===== config.mk =====
export PLATFORM = sky130hd
export DESIGN_NAME = vga_timing_gen_flat
export DESIGN_NICKNAME = d
export VERILOG_FILES = /design/src/rtl/vga_pkg.sv /design/src/rtl/vga_timing_gen_if.sv /design/src/rtl/vga_delay_line.sv /design/src/rtl/vga_timing_gen.sv /design/src/flat_wrapper.sv
export SDC_FILE = /design/constraint.sdc
export NUM_CORES = 1
export LEC_CHECK = 0
export BUFFER_PORTS_ARGS = -buffer_cell sky130_fd_sc_hd__buf_2
export CORE_MARGIN = 2
export CORE_UTILIZATION = 25
export CTS_CLUSTER_DIAMETER = 100
export DETAILED_ROUTE_END_ITERATION = 10
export PLACE_DENSITY = 0.41
export SLEW_MARGIN = 20
export SYNTH_ARGS = -nofsm -noshare
export SYNTH_HDL_FRONTEND = slang
export SYNTH_SLANG_ARGS = --single-unit

===== constraint.sdc =====
create_clock -name clk -period 2.6 [get_ports clk]
set_clock_uncertainty 0.1 [all_clocks]
set_input_delay 0.65 -clock clk [delete_from_list [all_inputs] [get_ports clk]]
set_output_delay 0.65 -clock clk [all_outputs]
set_load 0.02 [all_outputs]

===== src/rtl/vga_pkg.sv =====
// rtl/vga_pkg.sv - VGA timing presets, polarity constants and sync bundle type
package vga_pkg;

    localparam bit ACTIVE_LOW  = 1'b0;
    localparam bit ACTIVE_HIGH = 1'b1;

    // 640x480 @ 60 Hz, 25.175 MHz pixel clock
    localparam int VGA640_H_DISPLAY = 640;
    localparam int VGA640_H_FRONT   = 16;
    localparam int VGA640_H_SYNC    = 96;
    localparam int VGA640_H_BACK    = 48;
    localparam int VGA640_V_DISPLAY = 480;
    localparam int VGA640_V_BOTTOM  = 10;
    localparam int VGA640_V_SYNC    = 2;
    localparam int VGA640_V_TOP     = 33;
    localparam bit VGA640_HSYNC_POL = ACTIVE_LOW;
    localparam bit VGA640_VSYNC_POL = ACTIVE_LOW;

    // 800x600 @ 72 Hz, 50 MHz pixel clock
    localparam int SVGA800_H_DISPLAY = 800;
    localparam int SVGA800_H_FRONT   = 56;
    localparam int SVGA800_H_SYNC    = 120;
    localparam int SVGA800_H_BACK    = 64;
    localparam int SVGA800_V_DISPLAY = 600;
    localparam int SVGA800_V_BOTTOM  = 37;
    localparam int SVGA800_V_SYNC    = 6;
    localparam int SVGA800_V_TOP     = 23;
    localparam bit SVGA800_HSYNC_POL = ACTIVE_HIGH;
    localparam bit SVGA800_VSYNC_POL = ACTIVE_HIGH;

    // 1024x768 @ 60 Hz, 65 MHz pixel clock
    localparam int XGA1024_H_DISPLAY = 1024;
    localparam int XGA1024_H_FRONT   = 24;
    localparam int XGA1024_H_SYNC    = 136;
    localparam int XGA1024_H_BACK    = 160;
    localparam int XGA1024_V_DISPLAY = 768;
    localparam int XGA1024_V_BOTTOM  = 3;
    localparam int XGA1024_V_SYNC    = 6;
    localparam int XGA1024_V_TOP     = 29;
    localparam bit XGA1024_HSYNC_POL = ACTIVE_LOW;
    localparam bit XGA1024_VSYNC_POL = ACTIVE_LOW;

    typedef struct packed {
        logic hsync;
        logic vsync;
        logic display_on;
        logic line_start;
        logic frame_start;
    } vga_sync_t;

endpackage


===== src/rtl/vga_timing_gen_if.sv =====
// rtl/vga_timing_gen_if.sv - timing generator control and raster outputs
interface vga_timing_gen_if #(
    parameter int HPOS_WIDTH  = 10,
    parameter int VPOS_WIDTH  = 10,
    parameter int FRAME_WIDTH = 8
);
    logic                   restart;
    logic                   pixel_en;
    logic                   hsync;
    logic                   vsync;
    logic                   display_on;
    logic [HPOS_WIDTH-1:0]  hpos;
    logic [VPOS_WIDTH-1:0]  vpos;
    logic                   line_start;
    logic                   frame_start;
    logic [FRAME_WIDTH-1:0] frame_count;

    modport master (
        input  restart,
        output pixel_en, hsync, vsync, display_on, hpos, vpos,
               line_start, frame_start, frame_count
    );

    modport slave (
        output restart,
        input  pixel_en, hsync, vsync, display_on, hpos, vpos,
               line_start, frame_start, frame_count
    );
endinterface


===== src/rtl/vga_delay_line.sv =====
// rtl/vga_delay_line.sv - enabled shift register with sync clear; depth 0 is a wire
module vga_delay_line #(
    parameter int               PIPE_DELAY = 0,
    parameter int               WIDTH      = 1,
    parameter logic [WIDTH-1:0] RESET_VAL  = '0
) (
    input  logic             clk,
    input  logic             reset,
    input  logic             en,
    input  logic             clr,
    input  logic [WIDTH-1:0] d,
    output logic [WIDTH-1:0] q
);

    if (PIPE_DELAY == 0) begin : g_wire
        logic unused_ctrl;
        assign unused_ctrl = ^{clk, reset, en, clr};
        assign q = d;
    end else begin : g_shift
        logic [WIDTH-1:0] stage [PIPE_DELAY];

        always_ff @(posedge clk or posedge reset) begin
            if (reset) begin
                for (int i = 0; i < PIPE_DELAY; i++) stage[i] <= RESET_VAL;
            end else if (clr) begin
                for (int i = 0; i < PIPE_DELAY; i++) stage[i] <= RESET_VAL;
            end else if (en) begin
                stage[0] <= d;
                for (int i = 1; i < PIPE_DELAY; i++) stage[i] <= stage[i-1];
            end
        end

        assign q = stage[PIPE_DELAY-1];
    end

endmodule


===== src/rtl/vga_timing_gen.sv =====
// rtl/vga_timing_gen.sv - parametrised VGA raster timing with divider, restart and output delay
module vga_timing_gen
    import vga_pkg::*;
#(
    parameter int HPOS_WIDTH  = 10,
    parameter int VPOS_WIDTH  = 10,
    parameter int H_DISPLAY   = VGA640_H_DISPLAY,
    parameter int H_FRONT     = VGA640_H_FRONT,
    parameter int H_SYNC      = VGA640_H_SYNC,
    parameter int H_BACK      = VGA640_H_BACK,
    parameter int V_DISPLAY   = VGA640_V_DISPLAY,
    parameter int V_BOTTOM    = VGA640_V_BOTTOM,
    parameter int V_SYNC      = VGA640_V_SYNC,
    parameter int V_TOP       = VGA640_V_TOP,
    parameter int CLK_DIV     = 2,
    parameter bit HSYNC_POL   = ACTIVE_LOW,
    parameter bit VSYNC_POL   = ACTIVE_LOW,
    parameter int PIPE_DELAY  = 0,
    parameter int FRAME_WIDTH = 8
) (
    input  logic               clk,
    input  logic               reset,
    vga_timing_gen_if.master   vif
);

    localparam int H_TOTAL = H_DISPLAY + H_FRONT + H_SYNC + H_BACK;
    localparam int H_MAX   = H_TOTAL - 1;
    localparam int V_TOTAL = V_DISPLAY + V_BOTTOM + V_SYNC + V_TOP;
    localparam int V_MAX   = V_TOTAL - 1;

    if (H_MAX >= (1 << HPOS_WIDTH)) begin : g_err_hpos
        $error("vga_timing_gen: H_MAX does not fit in HPOS_WIDTH");
    end
    if (V_MAX >= (1 << VPOS_WIDTH)) begin : g_err_vpos
        $error("vga_timing_gen: V_MAX does not fit in VPOS_WIDTH");
    end
    if (CLK_DIV < 1 || CLK_DIV > 16) begin : g_err_div
        $error("vga_timing_gen: CLK_DIV must be 1..16");
    end
    if (PIPE_DELAY < 0 || PIPE_DELAY > 4) begin : g_err_pipe
        $error("vga_timing_gen: PIPE_DELAY must be 0..4");
    end

    localparam logic [HPOS_WIDTH-1:0] H_MAX_P  = HPOS_WIDTH'(H_MAX);
    localparam logic [HPOS_WIDTH-1:0] H_DISP_P = HPOS_WIDTH'(H_DISPLAY);
    localparam logic [HPOS_WIDTH-1:0] HS_BEG_P = HPOS_WIDTH'(H_DISPLAY + H_FRONT);
    localparam logic [HPOS_WIDTH-1:0] HS_END_P = HPOS_WIDTH'(H_DISPLAY + H_FRONT + H_SYNC - 1);
    localparam logic [VPOS_WIDTH-1:0] V_MAX_P  = VPOS_WIDTH'(V_MAX);
    localparam logic [VPOS_WIDTH-1:0] V_DISP_P = VPOS_WIDTH'(V_DISPLAY);
    localparam logic [VPOS_WIDTH-1:0] VS_BEG_P = VPOS_WIDTH'(V_DISPLAY + V_BOTTOM);
    localparam logic [VPOS_WIDTH-1:0] VS_END_P = VPOS_WIDTH'(V_DISPLAY + V_BOTTOM + V_SYNC - 1);
    localparam logic [3:0]            DIV_LAST = 4'(CLK_DIV - 1);

    localparam vga_sync_t SYNC_IDLE = '{
        hsync:       ~HSYNC_POL,
        vsync:       ~VSYNC_POL,
        display_on:  1'b0,
        line_start:  1'b0,
        frame_start: 1'b0
    };

    function automatic vga_sync_t decode(input logic [HPOS_WIDTH-1:0] h,
                                         input logic [VPOS_WIDTH-1:0] v);
        vga_sync_t s;
        s.hsync       = (h >= HS_BEG_P && h <= HS_END_P) ? HSYNC_POL : ~HSYNC_POL;
        s.vsync       = (v >= VS_BEG_P && v <= VS_END_P) ? VSYNC_POL : ~VSYNC_POL;
        s.display_on  = (h < H_DISP_P) && (v < V_DISP_P);
        s.line_start  = (h == '0);
        s.frame_start = (h == '0) && (v == '0);
        return s;
    endfunction

    logic [3:0]             div_q;
    logic                   pixel_en_q;
    logic [HPOS_WIDTH-1:0]  hpos_q;
    logic [VPOS_WIDTH-1:0]  vpos_q;
    logic [FRAME_WIDTH-1:0] frame_count_q;
    vga_sync_t              sync_q;
    vga_sync_t              sync_dly;

    logic [HPOS_WIDTH-1:0]  h_next;
    logic [VPOS_WIDTH-1:0]  v_next;
    logic                   frame_wrap;

    always_ff @(posedge clk or posedge reset) begin
        if (reset) begin
            div_q      <= '0;
            pixel_en_q <= 1'b0;
        end else if (vif.restart) begin
            div_q      <= '0;
            pixel_en_q <= 1'b0;
        end else if (div_q == DIV_LAST) begin
            div_q      <= '0;
            pixel_en_q <= 1'b1;
        end else begin
            div_q      <= div_q + 1'b1;
            pixel_en_q <= 1'b0;
        end
    end

    always_comb begin
        h_next     = hpos_q + 1'b1;
        v_next     = vpos_q;
        frame_wrap = 1'b0;
        if (hpos_q == H_MAX_P) begin
            h_next = '0;
            if (vpos_q == V_MAX_P) begin
                v_next     = '0;
                frame_wrap = 1'b1;
            end else begin
                v_next = vpos_q + 1'b1;
            end
        end
    end

    // Sync/blank are decoded from the next position so they stay aligned with hpos/vpos.
    always_ff @(posedge clk or posedge reset) begin
        if (reset) begin
            hpos_q        <= '0;
            vpos_q        <= '0;
            frame_count_q <= '0;
            sync_q        <= SYNC_IDLE;
        end else if (vif.restart) begin
            hpos_q <= '0;
            vpos_q <= '0;
            sync_q <= decode('0, '0);
        end else if (pixel_en_q) begin
            hpos_q <= h_next;
            vpos_q <= v_next;
            sync_q <= decode(h_next, v_next);
            if (frame_wrap) frame_count_q <= frame_count_q + 1'b1;
        end
    end

    vga_delay_line #(
        .PIPE_DELAY (PIPE_DELAY),
        .WIDTH      ($bits(vga_sync_t)),
        .RESET_VAL  (SYNC_IDLE)
    ) u_delay (
        .clk   (clk),
        .reset (reset),
        .en    (pixel_en_q),
        .clr   (vif.restart),
        .d     (sync_q),
        .q     (sync_dly)
    );

    assign vif.pixel_en    = pixel_en_q;
    assign vif.hsync       = sync_dly.hsync;
    assign vif.vsync       = sync_dly.vsync;
    assign vif.display_on  = sync_dly.display_on;
    assign vif.line_start  = sync_dly.line_start;
    assign vif.frame_start = sync_dly.frame_start;
    assign vif.hpos        = hpos_q;
    assign vif.vpos        = vpos_q;
    assign vif.frame_count = frame_count_q;

endmodule


===== src/flat_wrapper.sv =====
// flat-port wrapper written by rule: the top's interface ports become plain ports
module vga_timing_gen_flat import vga_pkg::*;
#(
    parameter int HPOS_WIDTH  = 10,
    parameter int VPOS_WIDTH  = 10,
    parameter int H_DISPLAY   = VGA640_H_DISPLAY,
    parameter int H_FRONT     = VGA640_H_FRONT,
    parameter int H_SYNC      = VGA640_H_SYNC,
    parameter int H_BACK      = VGA640_H_BACK,
    parameter int V_DISPLAY   = VGA640_V_DISPLAY,
    parameter int V_BOTTOM    = VGA640_V_BOTTOM,
    parameter int V_SYNC      = VGA640_V_SYNC,
    parameter int V_TOP       = VGA640_V_TOP,
    parameter int CLK_DIV     = 2,
    parameter bit HSYNC_POL   = ACTIVE_LOW,
    parameter bit VSYNC_POL   = ACTIVE_LOW,
    parameter int PIPE_DELAY  = 0,
    parameter int FRAME_WIDTH = 8
)
  (clk, reset, vif_restart, vif_pixel_en, vif_hsync, vif_vsync, vif_display_on, vif_hpos, vif_vpos, vif_line_start, vif_frame_start, vif_frame_count);
  vga_timing_gen_if #(.HPOS_WIDTH(HPOS_WIDTH), .VPOS_WIDTH(VPOS_WIDTH), .FRAME_WIDTH(FRAME_WIDTH)) vif_i ();
  input  logic clk;
  input  logic reset;
  input wire logic [$bits(vif_i.restart)-1:0] vif_restart;
  output wire logic [$bits(vif_i.pixel_en)-1:0] vif_pixel_en;
  output wire logic [$bits(vif_i.hsync)-1:0] vif_hsync;
  output wire logic [$bits(vif_i.vsync)-1:0] vif_vsync;
  output wire logic [$bits(vif_i.display_on)-1:0] vif_display_on;
  output wire logic [$bits(vif_i.hpos)-1:0] vif_hpos;
  output wire logic [$bits(vif_i.vpos)-1:0] vif_vpos;
  output wire logic [$bits(vif_i.line_start)-1:0] vif_line_start;
  output wire logic [$bits(vif_i.frame_start)-1:0] vif_frame_start;
  output wire logic [$bits(vif_i.frame_count)-1:0] vif_frame_count;
  assign vif_i.restart = vif_restart;
  assign vif_pixel_en = vif_i.pixel_en;
  assign vif_hsync = vif_i.hsync;
  assign vif_vsync = vif_i.vsync;
  assign vif_display_on = vif_i.display_on;
  assign vif_hpos = vif_i.hpos;
  assign vif_vpos = vif_i.vpos;
  assign vif_line_start = vif_i.line_start;
  assign vif_frame_start = vif_i.frame_start;
  assign vif_frame_count = vif_i.frame_count;
  vga_timing_gen #(.HPOS_WIDTH(HPOS_WIDTH), .VPOS_WIDTH(VPOS_WIDTH), .H_DISPLAY(H_DISPLAY), .H_FRONT(H_FRONT), .H_SYNC(H_SYNC), .H_BACK(H_BACK), .V_DISPLAY(V_DISPLAY), .V_BOTTOM(V_BOTTOM), .V_SYNC(V_SYNC), .V_TOP(V_TOP), .CLK_DIV(CLK_DIV), .HSYNC_POL(HSYNC_POL), .VSYNC_POL(VSYNC_POL), .PIPE_DELAY(PIPE_DELAY), .FRAME_WIDTH(FRAME_WIDTH)) u_core (.clk(clk), .reset(reset), .vif(vif_i));
endmodule

### Word level (Yosys, flattened, before mapping)

Index checks and enable logic that the tools add are counted.

| storage, ports and cells | value |
|---|---|
| register bits | 38 |
| bits of input ports | 3 |
| output and inout port bits | 34 |
| logic and storage cells | 49 |

| operators by class | value |
|---|---|
| add/subtract/negate cells | 4 |
| magnitude comparators | 6 |
| equality and inequality tests | 3 |
| muxes and demuxes | 17 |
| bitwise operators | 1 |
| reductions and logical operators | 8 |

Operators with widths:

| operator | number |
|---|---|
| $mux 10 | 7 |
| $add 10x1->10 const B | 2 |
| $eq 10x10->1 const B | 2 |
| $logic_not 10->1 | 2 |
| $ge 10x10->1 const B | 1 |
| $ge 10x9->1 const B | 1 |
| $le 10x10->1 const B | 1 |
| $le 10x9->1 const B | 1 |
| $lt 10x10->1 const B | 1 |
| $lt 10x9->1 const B | 1 |
| $mux 5 | 2 |
| $add 8x1->8 const B | 1 |
| $mux 4 | 2 |
| $mux 1 | 6 |
| $add 4x1->4 const B | 1 |
| $eq 4x1->1 const B | 1 |
| $logic_and 1x1->1 | 4 |
| $reduce_and 3->1 | 1 |
| $reduce_bool 2->1 | 1 |
| $not 1->1 | 1 |

### Longest topological paths before layout

| logic depth | value |
|---|---|
| depth after elaboration | 8 |
| depth in mapped cells | 9 |

### Hierarchy

Synthesis repeated with hierarchy kept, for this count alone.

| unflattened totals | value |
|---|---|
| cells, all modules | 272 |
| area total of the unflattened synthesis | 2438.6 µm² |

Modules (own cells, without submodules):

| module | instances | cells an instance | area each (µm²) |
|---|---|---|---|
| vga_timing_gen | 1 | 267 | 2401.1 |
| vga_delay_line | 1 | 5 | 37.5 |

### Worst setup path after synthesis

Ideal clock, no wire load.

| timing path | value |
|---|---|
| kind | register to register |
| from | register u_core.hpos_q[0] (netlist: u_core.vif.hpos[0]) |
| to | register u_core.sync_q[1] in the netlist's numbering |
| setup time | 0.124 ns |
| arrival | 2.181 ns |
| path slack | 0.196 ns |
| stages on the path, launching flop included | 8 |
| path buffers | 0 |
| period minus slack after synthesis | 2.404 ns |
| cell sequence | dfrtp_1 -> ha_1 -> nand4_2 -> or4b_4 -> o311ai_4 -> nor3_2 -> and3_4 -> a211o_1 |

| between the ends | value |
|---|---|
| word-level cells in the longest chain between the ends | 5 |

RTL lines:

| element | line | RTL |
|---|---|---|
| start, declared | vga_timing_gen.sv:75 | `logic [HPOS_WIDTH-1:0] hpos_q;` |
| start signal, assigned | vga_timing_gen.sv:128 | `hpos_q <= h_next;` |
| $add 10x1->10 / $eq 10x10->1 (equally long branches) | vga_timing_gen.sv:102, vga_timing_gen.sv:105 |  |
| $mux 10 (*) | vga_timing_gen.sv:105 | `if (hpos_q == H_MAX_P) begin` |
| $logic_not 10->1 (*) | vga_timing_gen.sv:68 | `s.line_start = (h == '0);` |
| $mux 5 (*) | vga_timing_gen.sv:127 | `end else if (pixel_en_q) begin` |
| $mux 5 (*) | vga_timing_gen.sv:123 | `end else if (vif.restart) begin` |
| end signal, assigned | vga_timing_gen.sv:126 | `sync_q <= decode('0, '0);` |
| end signal, assigned | vga_timing_gen.sv:130 | `sync_q <= decode(h_next, v_next);` |
| end, declared | vga_timing_gen.sv:78 | `vga_sync_t sync_q;` |

Every way passes the cells marked *; elsewhere a longest branch is shown, timed or not. The select of a mux whose other input is x is not followed.
A chain may end at the register's enable or synchronous reset.

### Final worst setup path

| timing path | value |
|---|---|
| from | register u_core.hpos_q[1] (netlist: u_core.vif.hpos[1]) |
| to | register u_core.sync_q[2] in the netlist's numbering |

| between the ends | value |
|---|---|
| word-level cells in the longest chain between the ends | 6 |

RTL lines:

| element | line | RTL |
|---|---|---|
| $add 10x1->10 / $eq 10x10->1 (equally long branches) | vga_timing_gen.sv:102, vga_timing_gen.sv:105 |  |
| $mux 10 | vga_timing_gen.sv:105 |  |
| $lt 10x10->1 / $lt 10x9->1 (equally long branches) | vga_timing_gen.sv:67 | `s.display_on = (h < H_DISP_P) && (v < V_DISP_P);` |
| $logic_and 1x1->1 (*) | vga_timing_gen.sv:67 |  |
| $mux 5 (*) | vga_timing_gen.sv:127 |  |
| $mux 5 (*) | vga_timing_gen.sv:123 |  |

Marked as above.

==> impl_metrics.csv <==
group,metric,value,unit
synthesis,synth_common_cells,"dfrtp_1 (36), a21oi_1 (22), nor2_1 (19)",
timing,fin_setup_tns,0,ns
clocking,cts_tree,"yes",
placed_design,dp_slack,0.235,ns
synthesis,synth_top_cell_by_area,"dfrtp_1",
setup_path,critPathMostFrequentCell,"o31ai_1",
placed_design,place_area,2890,um^2
synthesis,synthDistinctLibCells,58,
synthesis,ys_seq_area_share,39.0,%
synthesis,synth.top_cell.area_share,36.8,%
timing,whs,0.367,ns
floorplan,start_util,25.4,%
timing,post-route-worst-setup-slack,0.209,ns
placed_design,dp_hpwl,4850,um
cells_and_area,fin_nets,330,
synthesis,synth_area_leaders,"dfrtp_1 (37%), a21oi_1 (4.5%), xnor2_1 (4.3%)",
clocking,cts_setup_buffers,0,
global_route,track_usage,13.0,%
floorplan,die_h,103,um
global_route,grt_pass1_vias,2098,
clocking,hold_buffers,0,
global_route,grt_pass1_wl,10800,um
setup_path,crit_path_end_kind,"flop",
setup_path,crit_fanout,8,
setup_path,path_class,"reg -> reg",
clocking,clk_pin_slew,0.08,ns
timing,finalHoldViolations,0,
timing,fin_crit,2.39,ns
clocking,cts_root_buffer,"clkbuf_8",
outcome,status,"finished, final reports clean",
clocking,clock_sinks,38,
setup_path,max_stage_delay,0.37,ns
global_route,overflow,0,
global_route,grt_max_degree,39,
clocking,cts_inserted_buffers,5,
setup_path,slowest_stage,"and4_1",
power,leakage,1.31,nW
synthesis,ys_ff_latch,38,
clocking,clock_latency,0.29,ns
clocking,cts_buffer_depth,2,
setup_path,crit_buf_inv,1,
cells_and_area,final_area,3030,um^2
cells_and_area,final_core_util,31.4,%
timing,rsz0062_at_grt,"false",
route,wl_per_cell,14.6,um
synthesis,synthesis.nets,281,
floorplan,placementRows,36,
route,drc,0,
timing,post-route-period-util,92.0,%
synthesis,synth_flop_cell,"dfrtp_1",
setup_path,critPathTopFamily,"simple AND/OR/NAND/NOR gates",
global_route,antenna_found_initial,0,
route,vias,2211,
synthesis,async_flop_share,100,%
synthesis,synth_most_common_cell,"dfrtp_1",
power,pwr_density_cell,464,nW/um^2
cells_and_area,syn2layout_area_growth,24.0,%
setup_path,critPathLaunchType,"flop",
cells_and_area,fin_cells,454,
min_path,hold_class,"in -> async",
setup_path,worstPathRequired,2.68,ns
setup_path,crit_chain,"ha_1, and4_1, nand3_1, buf_4, nor2_1, xnor2_1, o31ai_1, o31ai_1",
route,drt_iter0_drc,161,
placed_design,io_buffers,36,
synthesis,avgSynthCellArea,9.02,um^2
synthesis,synth_area,2440,um^2
cells_and_area,n_antenna_cell,0,
cells_and_area,nFillCells,1076,
route,vias_per_cell,4.87,
route,wl,6630,um
synthesis,synthCells,271,
floorplan,ioPinCount,37,
timing,max-slew-margin-rel,65.7,%
timing,max_freq,418,MHz
placed_design,place_inst,446,
timing,worst_slew_pin_slew,0.515,ns
floorplan,die_w,103,um
floorplan,core_region_area,9640,um^2
floorplan,die_area,10600,um^2
cells_and_area,final_layout_size_suffix_gt1_share,26.2,%
synthesis,synth_edf_count,0,
timing,drv_slew,0,
clocking,htreeDepth,2,
placed_design,gp_congestion,0.822,
job,max-cap-violations,0,
route,drtAntennaViolNets,0,
synthesis,ys_warn_count,0,
power,vdd_ir_drop_max,189,uV
setup_path,crit_arrival,2.47,ns
timing,finalSetupViolCount,0,
route,drt_pass1_iterations,4,
clocking,cts_resized,0,
power,power,1.41,mW
[power breakdown]
part           switching [mW]  internal [mW]  leakage, nW
clock                   0.229          0.410       0.0714
sequential             0.0176          0.610        0.507
combinational          0.0902         0.0490        0.733
[flip-flops by register name (all words and copies together) (netlist names)]
signal and count:
u_core.div_q 4, u_core.vif.vpos 10, u_core.vif.pixel_en 1, u_core.sync_q 5, u_core.vif.frame_count 8, u_core.vif.hpos 10
[cell usage in the layout (no fill, tap or decap), types with 2 or more instances in the layout]
master and n:
nor4_1 3, a21o_1 2, o211ai_1 2, o31ai_1 3, a31o_2 2, and4_1 2
a31oi_1 4, xor2_1 7, buf_2 36, nor2_1 19, a211o_1 2, dfrtp_1 36
and3_1 6, nor3_1 16, a21oi_1 22, bufinv_16 2, xnor2_1 12, ha_1 7
nor2b_1 3, a22oi_1 2, or2_2 2, o21ai_1 2, or3_1 4, buf_4 23
nand2b_1 3, nand3_1 11, mux2i_1 2, inv_1 11, nand4_1 12, a211oi_1 3
o21ai_0 11, dfstp_2 2, nand2_1 16, clkbuf_8 6
[path summary, 6_finish.rpt]
| path | start | slack [ns] | end | cells past startpoint |
|---|---|---|---|---|
| setup reg to reg | u_core.vif.hpos[1] | 0.21 | u_core.sync_q[2] | 8 |
| hold reg to reg | u_core.vif.frame_count[7] | 0.37 | u_core.vif.frame_count[7] | 1 |
| max in group asynchronous | reset | 1.67 | u_core.sync_q[3] | 3 |
| setup / recovery | u_core.vif.hpos[1] | 0.21 | u_core.sync_q[2] | 8 |
| hold / removal | reset | 0.37 | u_core.div_q[3] | 3 |
| min in group clk | u_core.vif.frame_count[7] | 0.37 | u_core.vif.frame_count[7] | 1 |
[cells by family after synthesis]
kind of cell               after synthesis  synth area share [%]
AOI/OAI and AO/OA                       63                  17.1
muxes                                    3                  1.28
and+or+nand+nor                        113                  27.4
adders and majority gates                7                  3.58
xor gates and xnor gates                19                  6.81
buffers and inverters                   28                  4.81
DFF                                     38                  39.0
[metal layers]
metal	up-vias	GRT usage [%]	wire length (um)
met5	-	0	0
met4	0	2.73	57
met3	4	3.05	304
met2	51	20.6	3030
met1	1070	18.2	3230
li1	1086	-	-
[final cells by class]
cell class	instances	area (um^2)	area share [%]
timing repair buffer	59	353	11.6
tap	133	166	5.49
clock buffer	6	82.6	2.73
inverter	11	41.3	1.36
clock inverter	2	60.1	1.98
multi-input combinational	205	1370	45.3
sequential	38	953	31.5
[tightest hold or removal path, cell delays in order]
cell and delay, ns:
buf_2 0.09, inv_1 0.04, buf_4 0.43
No activity file was read; power rests on OpenSTA's default activity.
